## src/rtl/hazard_ctrl.sv

```systemverilog
// Stall/flush/forward controller for the 5-stage pipeline, including the
// multiply/divide busy scheduler and a saturating stall-cycle counter.
//
// state | meaning
// IDLE  | MD unit free; a start in E loads the latency counter
// RUN   | MD unit busy; cnt counts down to 1, then returns to IDLE
module hazard_ctrl #(
  parameter int MULT_LAT = 5,
  parameter int DIV_LAT  = 10
) (
  input  logic        clk,
  input  logic        reset,
  input  logic [4:0]  rs_D,
  input  logic [4:0]  rt_D,
  input  logic [1:0]  tuse_rs_D,
  input  logic [1:0]  tuse_rt_D,
  input  logic        md_use_D,
  input  logic [4:0]  rs_E,
  input  logic [4:0]  rt_E,
  input  logic [4:0]  a3_E,
  input  logic        regwe_E,
  input  logic [1:0]  tnew_E,
  input  logic [4:0]  a3_M,
  input  logic        regwe_M,
  input  logic [1:0]  tnew_M,
  input  logic [4:0]  a3_W,
  input  logic        regwe_W,
  input  logic        md_start_E,
  input  logic        md_is_div_E,
  output logic        stall,
  output logic        en_F,
  output logic        en_D,
  output logic        flush_E,
  output logic [1:0]  fwd_rs_D,
  output logic [1:0]  fwd_rt_D,
  output logic [1:0]  fwd_rs_E,
  output logic [1:0]  fwd_rt_E,
  output logic        md_busy,
  output logic        md_done,
  output logic [31:0] stall_cnt
);

  typedef enum logic {IDLE, RUN} md_state_t;

  localparam logic [3:0] MULT_CNT = 4'(MULT_LAT);
  localparam logic [3:0] DIV_CNT  = 4'(DIV_LAT);

  md_state_t  state, state_nxt;
  logic [3:0] cnt, cnt_nxt;

  // Register $0 is hardwired to zero, so it never produces a dependency.
  function automatic logic hit(input logic we, input logic [4:0] a3, input logic [4:0] a);
    return we && (a3 == a) && (a != 5'd0);
  endfunction

  logic rs_hit_E, rs_hit_M, rt_hit_E, rt_hit_M;
  logic stall_data, stall_md;

  assign rs_hit_E = hit(regwe_E, a3_E, rs_D);
  assign rs_hit_M = hit(regwe_M, a3_M, rs_D);
  assign rt_hit_E = hit(regwe_E, a3_E, rt_D);
  assign rt_hit_M = hit(regwe_M, a3_M, rt_D);

  assign stall_data = (rs_hit_E && (tuse_rs_D < tnew_E)) ||
                      (rs_hit_M && (tuse_rs_D < tnew_M)) ||
                      (rt_hit_E && (tuse_rt_D < tnew_E)) ||
                      (rt_hit_M && (tuse_rt_D < tnew_M));

  assign md_busy  = md_start_E || (state == RUN);
  assign md_done  = (state == RUN) && (cnt == 4'd1);
  assign stall_md = md_use_D && md_busy;

  assign stall   = stall_data || stall_md;
  assign en_F    = ~stall;
  assign en_D    = ~stall;
  assign flush_E = stall;

  always_comb begin
    fwd_rs_D = 2'd0;
    fwd_rt_D = 2'd0;
    fwd_rs_E = 2'd0;
    fwd_rt_E = 2'd0;
    if (rs_hit_E && tnew_E == 2'd0)      fwd_rs_D = 2'd1;
    else if (rs_hit_M && tnew_M == 2'd0) fwd_rs_D = 2'd2;
    if (rt_hit_E && tnew_E == 2'd0)      fwd_rt_D = 2'd1;
    else if (rt_hit_M && tnew_M == 2'd0) fwd_rt_D = 2'd2;
    if (hit(regwe_M, a3_M, rs_E) && tnew_M == 2'd0) fwd_rs_E = 2'd1;
    else if (hit(regwe_W, a3_W, rs_E))              fwd_rs_E = 2'd2;
    if (hit(regwe_M, a3_M, rt_E) && tnew_M == 2'd0) fwd_rt_E = 2'd1;
    else if (hit(regwe_W, a3_W, rt_E))              fwd_rt_E = 2'd2;
  end

  always_comb begin
    state_nxt = state;
    cnt_nxt   = cnt;
    case (state)
      IDLE: begin
        if (md_start_E) begin
          cnt_nxt   = md_is_div_E ? DIV_CNT : MULT_CNT;
          state_nxt = RUN;
        end
      end
      RUN: begin
        if (cnt == 4'd1) begin
          cnt_nxt   = 4'd0;
          state_nxt = IDLE;
        end else begin
          cnt_nxt = cnt - 4'd1;
        end
      end
      default: begin
        cnt_nxt   = 4'd0;
        state_nxt = IDLE;
      end
    endcase
  end

  always_ff @(posedge clk) begin
    if (reset) begin
      state     <= IDLE;
      cnt       <= 4'd0;
      stall_cnt <= 32'd0;
    end else begin
      state <= state_nxt;
      cnt   <= cnt_nxt;
      if (stall && stall_cnt != 32'hFFFF_FFFF)
        stall_cnt <= stall_cnt + 32'd1;
    end
  end

endmodule
```

## config.mk

```make
export PLATFORM = sky130hd
export DESIGN_NAME = hazard_ctrl
export DESIGN_NICKNAME = d
export VERILOG_FILES = /design/src/rtl/hazard_ctrl.sv
export SDC_FILE = /design/constraint.sdc
export NUM_CORES = 1
export LEC_CHECK = 0
export BUFFER_PORTS_ARGS = -buffer_cell sky130_fd_sc_hd__buf_4
export CAP_MARGIN = 20
export CORE_UTILIZATION = 48
export CTS_CLUSTER_DIAMETER = 120
export DETAILED_ROUTE_END_ITERATION = 7
export PLACE_DENSITY = 0.86
export SYNTH_ARGS = -nofsm -noshare
export SYNTH_HDL_FRONTEND = slang
export SYNTH_SLANG_ARGS = --single-unit
export TNS_END_PERCENT = 100
```

## constraint.sdc

```tcl
create_clock -name clk -period 2.7 [get_ports clk]
set_input_delay 0.135 -clock clk [delete_from_list [all_inputs] [get_ports clk]]
set_output_delay 0.135 -clock clk [all_outputs]
set_load 0.05 [all_outputs]
```

==> PnR_summary.wiki, run 1 <==
{| class="wikitable"
! Metric !! Value
|-
| Final Routed Wirelength || 7321 microns
|-
| FF-to-FF Start || stall_cnt[8]
|-
| Synth area leader || dfxtp_1
|-
| Clock sink total || 37
|-
| Antenna diode count || 0
|-
| Width of the die || 77.06 microns
|-
| Initial antenna violation count || 0
|-
| Placeable core area || 0.005270 sq mm
|-
| Net count after synthesis || 399
|-
| Kind of critical path || reg2reg
|-
| Cell depth of the worst flop-to-flop path || 7
|-
| Most frequent cells after synthesis || dfxtp_1, nor2_1, xnor2_1, a21oi_1, nand2_1
|-
| Number of cells on the worst hold path || 3
|-
| Maximum clock frequency || 0.4207 GHz
|-
| Synth Register Bits || 37
|-
| PostCTS Resize Cnt || 0
|-
| CTS Hold Buffers Added || 0
|-
| Initial DRC Count || 183
|-
| Final hold violation count || 0
|-
| Iteration count of the initial detailed-routing pass || 5
|-
| Minimum setup slack among reg-to-reg paths || 320 ps
|-
| I/O pin count || 97
|-
| Sequential-to-total area share from yosys stat || 27.39%
|-
| NumNets Final || 491
|-
| NetSw || 0.0003875 W
|-
| Critical path data arrival time || 2560 ps
|-
| Transition time at the pin with the least slew margin || 517.2 ps
|-
| Switching share of total power || 30.72%
|-
| Period Utilization, post-route || 88.03%
|-
| VDD IR max || 172.2 uV
|-
| Final GP Congestion || 0.7965
|-
| Hold path startpoint || md_start_E
|-
| Die area || 0.005937 sq mm
|-
| Relative contribution of combinational cells to total power || 25.0%
|-
| Routed Antenna Nets || 0
|-
| Global-route usage over all layers || 24.47%
|-
| Total power consumption of the routed design || 0.001261 W
|-
| Async set or reset register ratio after synthesis || 0%
|-
| Clock share of power || 29.9%
|-
| Largest cells by area after synthesis || dfxtp_1, xnor2_1, nor2_1
|-
| Setup Skew || 7.776 ps
|-
| Count of flip-flops with a built-in enable after synthesis || 0
|-
| Clock latency reported for the late side of the worst-skew pair || 290 ps
|-
| Detailed-route wire length per cell || 14.53 microns
|-
| Final setup violation count || 0
|-
| Outcome || complete, no violations
|-
| Wire length of the first global-routing pass || 11940 microns
|-
| Int Pwr || 0.0008739 W
|-
| Worst hold path class || in2reg
|-
| Effective utilization at floorplan || 51.31%
|-
| CTS root buffer || clkbuf_8
|-
| Pleak || 1.411 nW
|-
| Nature of the critical path endpoint || register
|-
| Post-CTS setup buffer count || 0
|-
| Vias per std cell || 5.907
|-
| Yosys cell types || 45
|-
| Critical path launch point type || register
|-
| Multi-input gate area || 0.001859 sq mm
|-
| Depth of the CTS H-tree || 2
|-
| Maximum number of pins on one net before global-route repair || 52
|-
| Instance count of the mapped netlist || 341
|-
| Grt ovf || 0
|-
| Layout overhead on the synthesized area || 31.88%
|-
| Critical Path RT || 2880 ps
|-
| Placement-stage worst setup slack || 287.0 ps
|-
| Slew Limit Headroom || 65.26%
|-
| Core occupancy in the finished layout || 67.66%
|-
| Power density over cell area || 353.7 mW/mm^2
|-
| Maximum buffer depth of the clock tree || 2
|-
| Sequential share of power || 45.1%
|-
| Proportion of netlist area held by the largest area contributor || 27.39%
|-
| Yosys warning count || 0
|-
| Vias || 2977
|-
| Cts bufs inserted || 5
|-
| Largest fanout on the critical path || 8
|-
| Vias in the first global route || 2746
|-
| Final worst path period need || 2377 ps
|-
| Estimated wirelength of the detail-placed design || 5703 microns
|-
| Total placed instance area || 0.003477 sq mm
|-
| Area of the mapped netlist || 0.002704 sq mm
|-
| Standard-cell row count || 26
|-
| Mean area per synthesized cell || 7.929 sq um
|-
| Worst flop-to-flop path endpoint || stall_cnt[15]
|-
| Number of pins with negative max-slew slack in the final report || 0
|-
| Fillers || 446
|-
| Hold endpoint || state
|-
| Primary flip-flop cell chosen by synthesis mapping || dfxtp_1
|-
| Count leader, synth || dfxtp_1
|-
| Height of the chip || 77.06 microns
|-
| Clock Pin Slew Worst Setup and Hold Paths || 70 ps
|-
| Number of remaining DRC errors || 0
|-
| Port Buf Inserts || 96
|-
| Setup repair after global routing missed its margin || false
|-
| Setup slack after layout || 323.1 ps
|-
| Number of max-capacitance violations reported || 0
|-
| Setup TNS || 0 ps
|-
| Share of cells above drive strength 1 || 27.65%
|-
| Sequential Area || 740.7 sq um
|-
| Design Area, Final || 0.003566 sq mm
|-
| TritonCTS clock tree || done
|}
layer usage:
layer  part of all wire [%]  wire length [microns]  track usage, %
met5                      0                      0               0
met4                    1.3                     95           9.245
met3                    6.5                    476           4.762
met2                     51                   3737           43.21
met1                     41                   3011           29.06
sequential cells by signal (all words and copies together), names as in the netlist:
signal / flops
state: 1
stall_cnt: 32
cnt: 4
critical path: stages (launching register included):
cell      delay [ps]
dfxtp_1          430
nand4_1          230
nor4_2           400
nand3_1          230
nand2b_1         320
nand2_1          260
nor3_1           100
mux2_1           310
worst max-delay path by stage:
stage                 startpoint            end  slack, ps  cells after the start
detailed placement       rs_D[1]  stall_cnt[27]        290                      9
floorplan                rs_E[1]    fwd_rs_E[1]         40                      4
finish              stall_cnt[8]  stall_cnt[15]        320                      7
global placement    stall_cnt[7]  stall_cnt[15]        390                      7
global route        stall_cnt[7]  stall_cnt[15]        110                      7
CTS                 stall_cnt[7]  stall_cnt[15]        250                      7
layout by cell type (no fill, tap or decap), types with 8 or more instances in the layout:
| cell type | Yosys | final |
|---|---|---|
| o31ai_1 | 11 | 11 |
| inv_1 | 9 | 9 |
| or4_1 | 15 | 15 |
| nand3_1 | 16 | 16 |
| buf_4 | 4 | 101 |
| dfxtp_1 | 37 | 37 |
| nor4_1 | 13 | 10 |
| nor2b_1 | 13 | 13 |
| nor2_1 | 34 | 33 |
| mux2_1 | 8 | 8 |
| nor3_1 | 13 | 13 |
| nand2_1 | 21 | 21 |
| xor2_1 | 8 | 8 |
| a21oi_1 | 23 | 23 |
| xnor2_1 | 33 | 33 |
| nand4_1 | 14 | 14 |
power by group through the flow:
stage               Sequential (W)  Combinational [W]  Clock [W]
finish                    0.000569           0.000316   0.000377
global route              0.000570           0.000342   0.000416
CTS                       0.000568           0.000315   0.000385
detailed placement        0.000581           0.000314          0
global placement          0.000580           0.000304          0
floorplan                 0.000585           0.000183          0
per-stage QoR:
step	instances	hold WS [ps]
2_1_floorplan	341	355.3
3_3_place_gp	496	484.9
3_5_place_dp	496	501.6
4_1_cts	504	188.1
5_1_grt	504	248.7
6_report	504	207.8
cell type report:
type | instances | area share (%)
repair buffers | 101 | 21.26
clock inverters | 2 | 0.2807
clock buffers | 6 | 2.035
well taps | 70 | 2.456
inverters | 10 | 1.053
flip-flops and latches | 37 | 20.77
multi-input cells | 278 | 52.14
kinds of logic (layout without fill, tap and decap cells):
| group | count (synthesis) | count (layout) | synth area share (%) |
|---|---|---|---|
| buf+inv | 26 | 119 | 4.627 |
| flops | 37 | 37 | 27.39 |
| mux | 14 | 14 | 5.969 |
| xor+xnor | 41 | 41 | 13.28 |
| fa+ha+maj | 7 | 7 | 3.239 |
| compound gates | 53 | 53 | 12.68 |
| simple gates | 163 | 163 | 32.81 |
(Power assumes the default switching activity.)
==> inputs of run 2 (changes only) <==
- CORE_UTILIZATION: 48 -> 43
- PLACE_DENSITY: 0.86 -> 0.79
==> run 2 against run 1 <==
Net effect:
- via count fell by 2.6%
- register-to-register slack gained 100 ps
- combinational power decreased by 2%
- total power rose by 3.6%
- die area increased by 11%
- clock skew shrank 1.4 ps
==> PnR_summary.wiki, run 2 (synthesis results as in run 1) <==
{| class="wikitable"
! Metric !! Value
|-
| Vias in the first global route || 2713
|-
| Critical path launch point type || register
|-
| Detailed-route wire length per cell || 13.88 microns
|-
| Port Buf Inserts || 96
|-
| Largest fanout on the critical path || 7
|-
| Maximum number of pins on one net before global-route repair || 52
|-
| Power density over cell area || 363.9 mW/mm^2
|-
| Share of cells above drive strength 1 || 27.88%
|-
| Worst hold path class || in2reg
|-
| Layout overhead on the synthesized area || 32.81%
|-
| Estimated wirelength of the detail-placed design || 5558 microns
|-
| Initial DRC Count || 179
|-
| Routing layer with the top usage in global route || met2
|-
| Setup repair after global routing missed its margin || false
|-
| Height of the chip || 81.30 microns
|-
| Most frequent cell on the critical path || nand4_1
|-
| Final worst path period need || 2273 ps
|-
| Registers with the highest flip-flop counts || stall_cnt (32), cnt (4), state (1)
|-
| Final GP Congestion || 0.8436
|-
| Period Utilization, post-route || 84.20%
|-
| End of the critical path || stall_cnt[31]
|-
| Sequential share of power || 43.4%
|-
| Clock share of power || 32.7%
|-
| Global Route met3 Usage || 5.618%
|-
| Hold path startpoint || md_start_E
|-
| Global-route usage over all layers || 22.94%
|-
| Number of pins with negative max-slew slack in the final report || 0
|-
| Effective utilization at floorplan || 45.13%
|-
| Setup Skew || 6.351 ps
|-
| Multi-input gate area || 0.001859 sq mm
|-
| Int Pwr || 0.0009253 W
|-
| Initial antenna violation count || 0
|-
| Kind of critical path || reg2reg
|-
| Buffers & Inverters on Critical Path || 0
|-
| TritonCTS clock tree || done
|-
| Clock latency reported for the late side of the worst-skew pair || 290 ps
|-
| Commonest non-fill, non-tap cells in the layout || buf_4, dfxtp_1, nor2_1, xnor2_1, a21oi_1
|-
| Critical Path RT || 2920 ps
|-
| Routed Antenna Nets || 0
|-
| GR met2 Demand/Resource || 39.75%
|-
| Wire length of the first global-routing pass || 11920 microns
|-
| Iteration count of the initial detailed-routing pass || 4
|-
| Standard-cell row count || 28
|-
| Transition time at the pin with the least slew margin || 510.3 ps
|-
| Ordered list of cells on the worst path || nand4_1 > nor4_2 > nand3_1 > nor2_1 > nand4_1 > or4_1 > a21oi_1
|-
| Number of cells on the critical path || 7
|-
| FF-to-FF Start || stall_cnt[7]
|-
| Crit-path slowest cell || dfxtp_1
|-
| NumNets Final || 491
|-
| Number of remaining DRC errors || 0
|-
| Maximum clock frequency || 0.4399 GHz
|-
| Start point of the critical path || stall_cnt[7]
|-
| CTS root buffer || clkbuf_8
|-
| Critical path data arrival time || 2490 ps
|-
| Width of the die || 81.30 microns
|-
| Hold WS || 184.5 ps
|-
| Pleak || 1.420 nW
|-
| Minimum setup slack among reg-to-reg paths || 430 ps
|-
| VDD IR max || 256.7 uV
|-
| Relative contribution of combinational cells to total power || 23.8%
|-
| Largest register FFs || 32
|-
| Clock sink total || 37
|-
| Count of placed standard cells in the final layout, fillers left out || 509
|-
| Switching share of total power || 29.18%
|-
| Clock Pin Slew Worst Setup and Hold Paths || 70 ps
|-
| Cell depth of the worst flop-to-flop path || 7
|-
| Design Area, Final || 0.003591 sq mm
|-
| Die area || 0.006609 sq mm
|-
| NetSw || 0.0003813 W
|-
| Maximum buffer depth of the clock tree || 2
|-
| Vias per std cell || 5.697
|-
| Grt ovf || 0
|-
| Number of max-capacitance violations reported || 0
|-
| Core occupancy in the finished layout || 59.94%
|-
| Post-CTS setup buffer count || 0
|-
| CP max stage delay || 430 ps
|-
| Sequential Area || 740.7 sq um
|-
| Antenna diode count || 0
|-
| CTS Hold Buffers Added || 0
|-
| Largest delay share family, worst path || simple AND/OR/NAND/NOR gates
|-
| Nature of the critical path endpoint || register
|-
| Final Routed Wirelength || 7063 microns
|-
| Largest register by flop count || stall_cnt
|-
| Depth of the CTS H-tree || 2
|-
| Most frequent standard cell in the layout excluding fill and tap cells || buf_4
|-
| Total placed instance area || 0.003483 sq mm
|-
| Outcome || complete, no violations
|-
| Final setup violation count || 0
|-
| I/O pin count || 97
|-
| Number of placed instances, taps included || 501
|-
| Cts bufs inserted || 5
|-
| Vias || 2900
|-
| Setup TNS || 0 ps
|-
| Fillers || 523
|-
| Worst flop-to-flop path endpoint || stall_cnt[31]
|-
| Final hold violation count || 0
|-
| Placeable core area || 0.005991 sq mm
|-
| Global routing met1 resource utilization || 26.60%
|-
| Slew Limit Headroom || 65.98%
|-
| PostCTS Resize Cnt || 0
|}
[run 2: worst register-to-register path, delay by kind of cell, from the launching register on]
family	cells	cell delay, ps
AND/OR/NAND/NOR	6	1600
AO/OA/AOI/OAI	1	180
flip-flops	1	430
[run 2: worst min-delay path by stage]
stage / end / slack, ps / depth (start not counted)
5_1_grt: state / 210 / 3
3_5_place_dp: stall_cnt[10] / 490 / 2
2_1_floorplan: state / 360 / 2
6_report: state / 180 / 3
3_3_place_gp: state / 480 / 3
4_1_cts: state / 190 / 3
[run 2: through the flow]
stage	total power (W)	setup slack, ps
floorplan	0.0007679	37.95
global placement	0.0008858	407.0
detailed placement	0.0008920	294.7
CTS	0.001321	293.2
global route	0.001371	175.5
finish	0.001307	426.5
[run 2: final cells by class]
class | count | area share, %
repair buffers | 101 | 21.12
clock inverters | 1 | 0.1394
flip-flops and latches | 37 | 20.63
clock buffers | 7 | 2.683
multi-input cells | 278 | 51.78
well taps | 75 | 2.613
inverters | 10 | 1.045
[run 2: routing by layer]
layer  share of wire (%)  wire (microns)
met2                  49            3480
met4                 2.1             148
met1                  41            2861
met5                   0               0
met3                 8.1             572
[run 2: power groups by stage]
stage,sequential [W],combinational (W),clock [W]
finish,0.000568,0.000311,0.000428
global route,0.000569,0.000341,0.000461
CTS,0.000568,0.000313,0.000441
detailed placement,0.000580,0.000312,0
global placement,0.000580,0.000306,0
floorplan,0.000585,0.000183,0
==> inputs of run 3 (changes only) <==
- PLACE_DENSITY: 0.79 -> 0.81
- clock period: 2.7 -> 1.9 ns (I/O delays scaled with it)
==> run 3 against run 2 <==
Net effect:
- the run now ends with negative setup slack left
- hold slack got worse by 10 ps
- register-to-register slack lost 660 ps
- final area grew 40%
- global-route usage is 7.5 points higher
- routed wire length increased by 64%
- die area is the same
- sequential power up 36%
- worst setup slack worse by 800 ps
- cell count rose by 17%
- total power up 54%
- utilization is 24 points higher
- sequential share of layout area is 4.1 points lower
- critical path type is now in2reg
- critical endpoint is now stall_cnt[12]
==> PnR_summary.wiki, run 3 (synthesis results as in run 1) <==
{| class="wikitable"
! Metric !! Value
|-
| Vias per std cell || 6.153
|-
| Wire length of the first global-routing pass || 15630 microns
|-
| Placeable core area || 0.005991 sq mm
|-
| Largest fanout on the critical path || 6
|-
| Grt ovf || 0
|-
| Setup Skew || 8.966 ps
|-
| Period Utilization, post-route || 119.7%
|-
| Clock latency reported for the late side of the worst-skew pair || 310 ps
|-
| Depth of the CTS H-tree || 2
|-
| Largest register FFs || 32
|-
| Sequential Area || 832.0 sq um
|-
| CTS Hold Buffers Added || 0
|-
| Final setup violation count || 36
|-
| Final GP Congestion || 0.8428
|-
| Global-route usage over all layers || 30.39%
|-
| Most frequent standard cell in the layout excluding fill and tap cells || buf_4
|-
| Maximum clock frequency || 0.4398 GHz
|-
| TritonCTS clock tree || done
|-
| Critical path launch point type || input port
|-
| Iteration count of the initial detailed-routing pass || 4
|-
| Critical Path RT || 2120 ps
|-
| Critical path data arrival time || 2500 ps
|-
| Number of pins with negative max-slew slack in the final report || 0
|-
| Vias || 3661
|-
| Multi-input gate area || 0.002376 sq mm
|-
| Share of cells above drive strength 1 || 58.85%
|-
| Port Buf Inserts || 96
|-
| Cts bufs inserted || 5
|-
| Transition time at the pin with the least slew margin || 558.3 ps
|-
| Largest register by flop count || stall_cnt
|-
| Maximum number of pins on one net before global-route repair || 52
|-
| Width of the die || 81.30 microns
|-
| Antenna diode count || 0
|-
| NumNets Final || 577
|-
| Cell depth of the worst flop-to-flop path || 7
|-
| Relative contribution of combinational cells to total power || 33.5%
|-
| Clock Pin Slew Worst Setup and Hold Paths || 70 ps
|-
| Setup TNS || -8191 ps
|-
| Number of max-capacitance violations reported || 0
|-
| Int Pwr || 0.001339 W
|-
| Commonest non-fill, non-tap cells in the layout || buf_4, xnor2_1, nor2_1
|-
| Final Routed Wirelength || 11610 microns
|-
| Worst hold path class || in2reg
|-
| Setup repair after global routing missed its margin || true
|-
| Clock sink total || 37
|-
| Clock share of power || 28.2%
|-
| Die area || 0.006609 sq mm
|-
| Fillers || 304
|-
| VDD IR max || 280.9 uV
|-
| Routed Antenna Nets || 0
|-
| Violated checks || negative setup slack
|-
| Slew Limit Headroom || 62.78%
|-
| CTS root buffer || clkbuf_8
|-
| I/O pin count || 97
|-
| Maximum buffer depth of the clock tree || 2
|-
| Number of cells on the worst hold path || 4
|-
| Core occupancy in the finished layout || 83.86%
|-
| Vias in the first global route || 3540
|-
| Layout overhead on the synthesized area || 85.79%
|-
| Height of the chip || 81.30 microns
|-
| Setup slack after layout || -373.6 ps
|-
| Final hold violation count || 0
|-
| NetSw || 0.0006745 W
|-
| Initial DRC Count || 183
|-
| Kind of critical path || in2reg
|-
| Switching share of total power || 33.50%
|-
| Outcome || complete, but fails checks
|-
| Effective utilization at floorplan || 45.13%
|-
| Initial antenna violation count || 0
|-
| Sequential share of power || 38.4%
|-
| Registers with the highest flip-flop counts || stall_cnt (32), cnt (4), state (1)
|-
| Nature of the critical path endpoint || register
|-
| Detailed-route wire length per cell || 19.52 microns
|-
| Number of remaining DRC errors || 0
|-
| Estimated wirelength of the detail-placed design || 6627 microns
|-
| Power density over cell area || 400.8 mW/mm^2
|-
| Final worst path period need || 2274 ps
|-
| Pleak || 2.049 nW
|-
| Standard-cell row count || 28
|}
## run 3: power by group through the flow
stage / sequential (W) / clock, W / combinational (W)
5_1_grt: 0.000774 / 0.000603 / 0.000706
3_5_place_dp: 0.000790 / 0 / 0.000532
3_3_place_gp: 0.000789 / 0 / 0.000512
4_1_cts: 0.000772 / 0.000551 / 0.000600
2_1_floorplan: 0.000803 / 0 / 0.000287
6_report: 0.000772 / 0.000567 / 0.000674
## run 3: per-stage QoR
stage,cells,total power [W],hold WS (ps),cell area (sq um),worst slack [ps]
after floorplan,341,0.001090,320.3,2964,-144.6
after global placement,564,0.001301,448.9,4214,-321.9
after detailed placement,564,0.001322,478.1,4214,-389.4
after CTS,583,0.001923,166.3,4679,-96.63
after global routing,595,0.002083,199.2,5024,-387.2
final,595,0.002013,174.0,5024,-373.6
## run 3: path summary, 6_finish.rpt
path,from,end,slack (ps)
setup / recovery,rs_D[0],stall_cnt[12],-370
setup reg to reg,stall_cnt[7],stall_cnt[5],-230
hold reg to reg,stall_cnt[6],stall_cnt[6],530
hold / removal,md_is_div_E,cnt[2],170
## run 3: per-layer routing
metal  wire, microns  vias up  GRT usage (%)  part of all wire, %
met2            6134      214          58.17                   53
met1            4024     1766          30.03                   35
met3             737       57          6.067                  6.3
li1                -     1624              -                    -
met4             717        0          16.96                  6.2
met5               0        -              0                    0
## run 3: what timing repair did
action	in CTS	in global routing
resized for setup	58	53
buffers inserted	10	12
pin swaps	18	29
cloned	1	1
endpoints found under the hold margin	0	0
setup endpoints to repair	32	36
## run 3: critical path, cell delays in order
cell and delay, ps:
buf_4 130, xnor2_2 180, nand4_1 260, a2111oi_4 330, a221o_1 210, nor2_4 60, buf_12 140, buf_12 130
buf_8 140, buf_6 120, or4_1 540, a21oi_1 150
## run 3: final cells by class
cell class	instances	share of cell area, %
Clock inverter	2	0.1993
Clock buffer	6	1.445
Tap cell	75	1.868
Inverter	10	0.9465
Multi-Input combinational cell	278	47.30
Sequential cell	37	16.56
Timing Repair Buffer	187	31.68
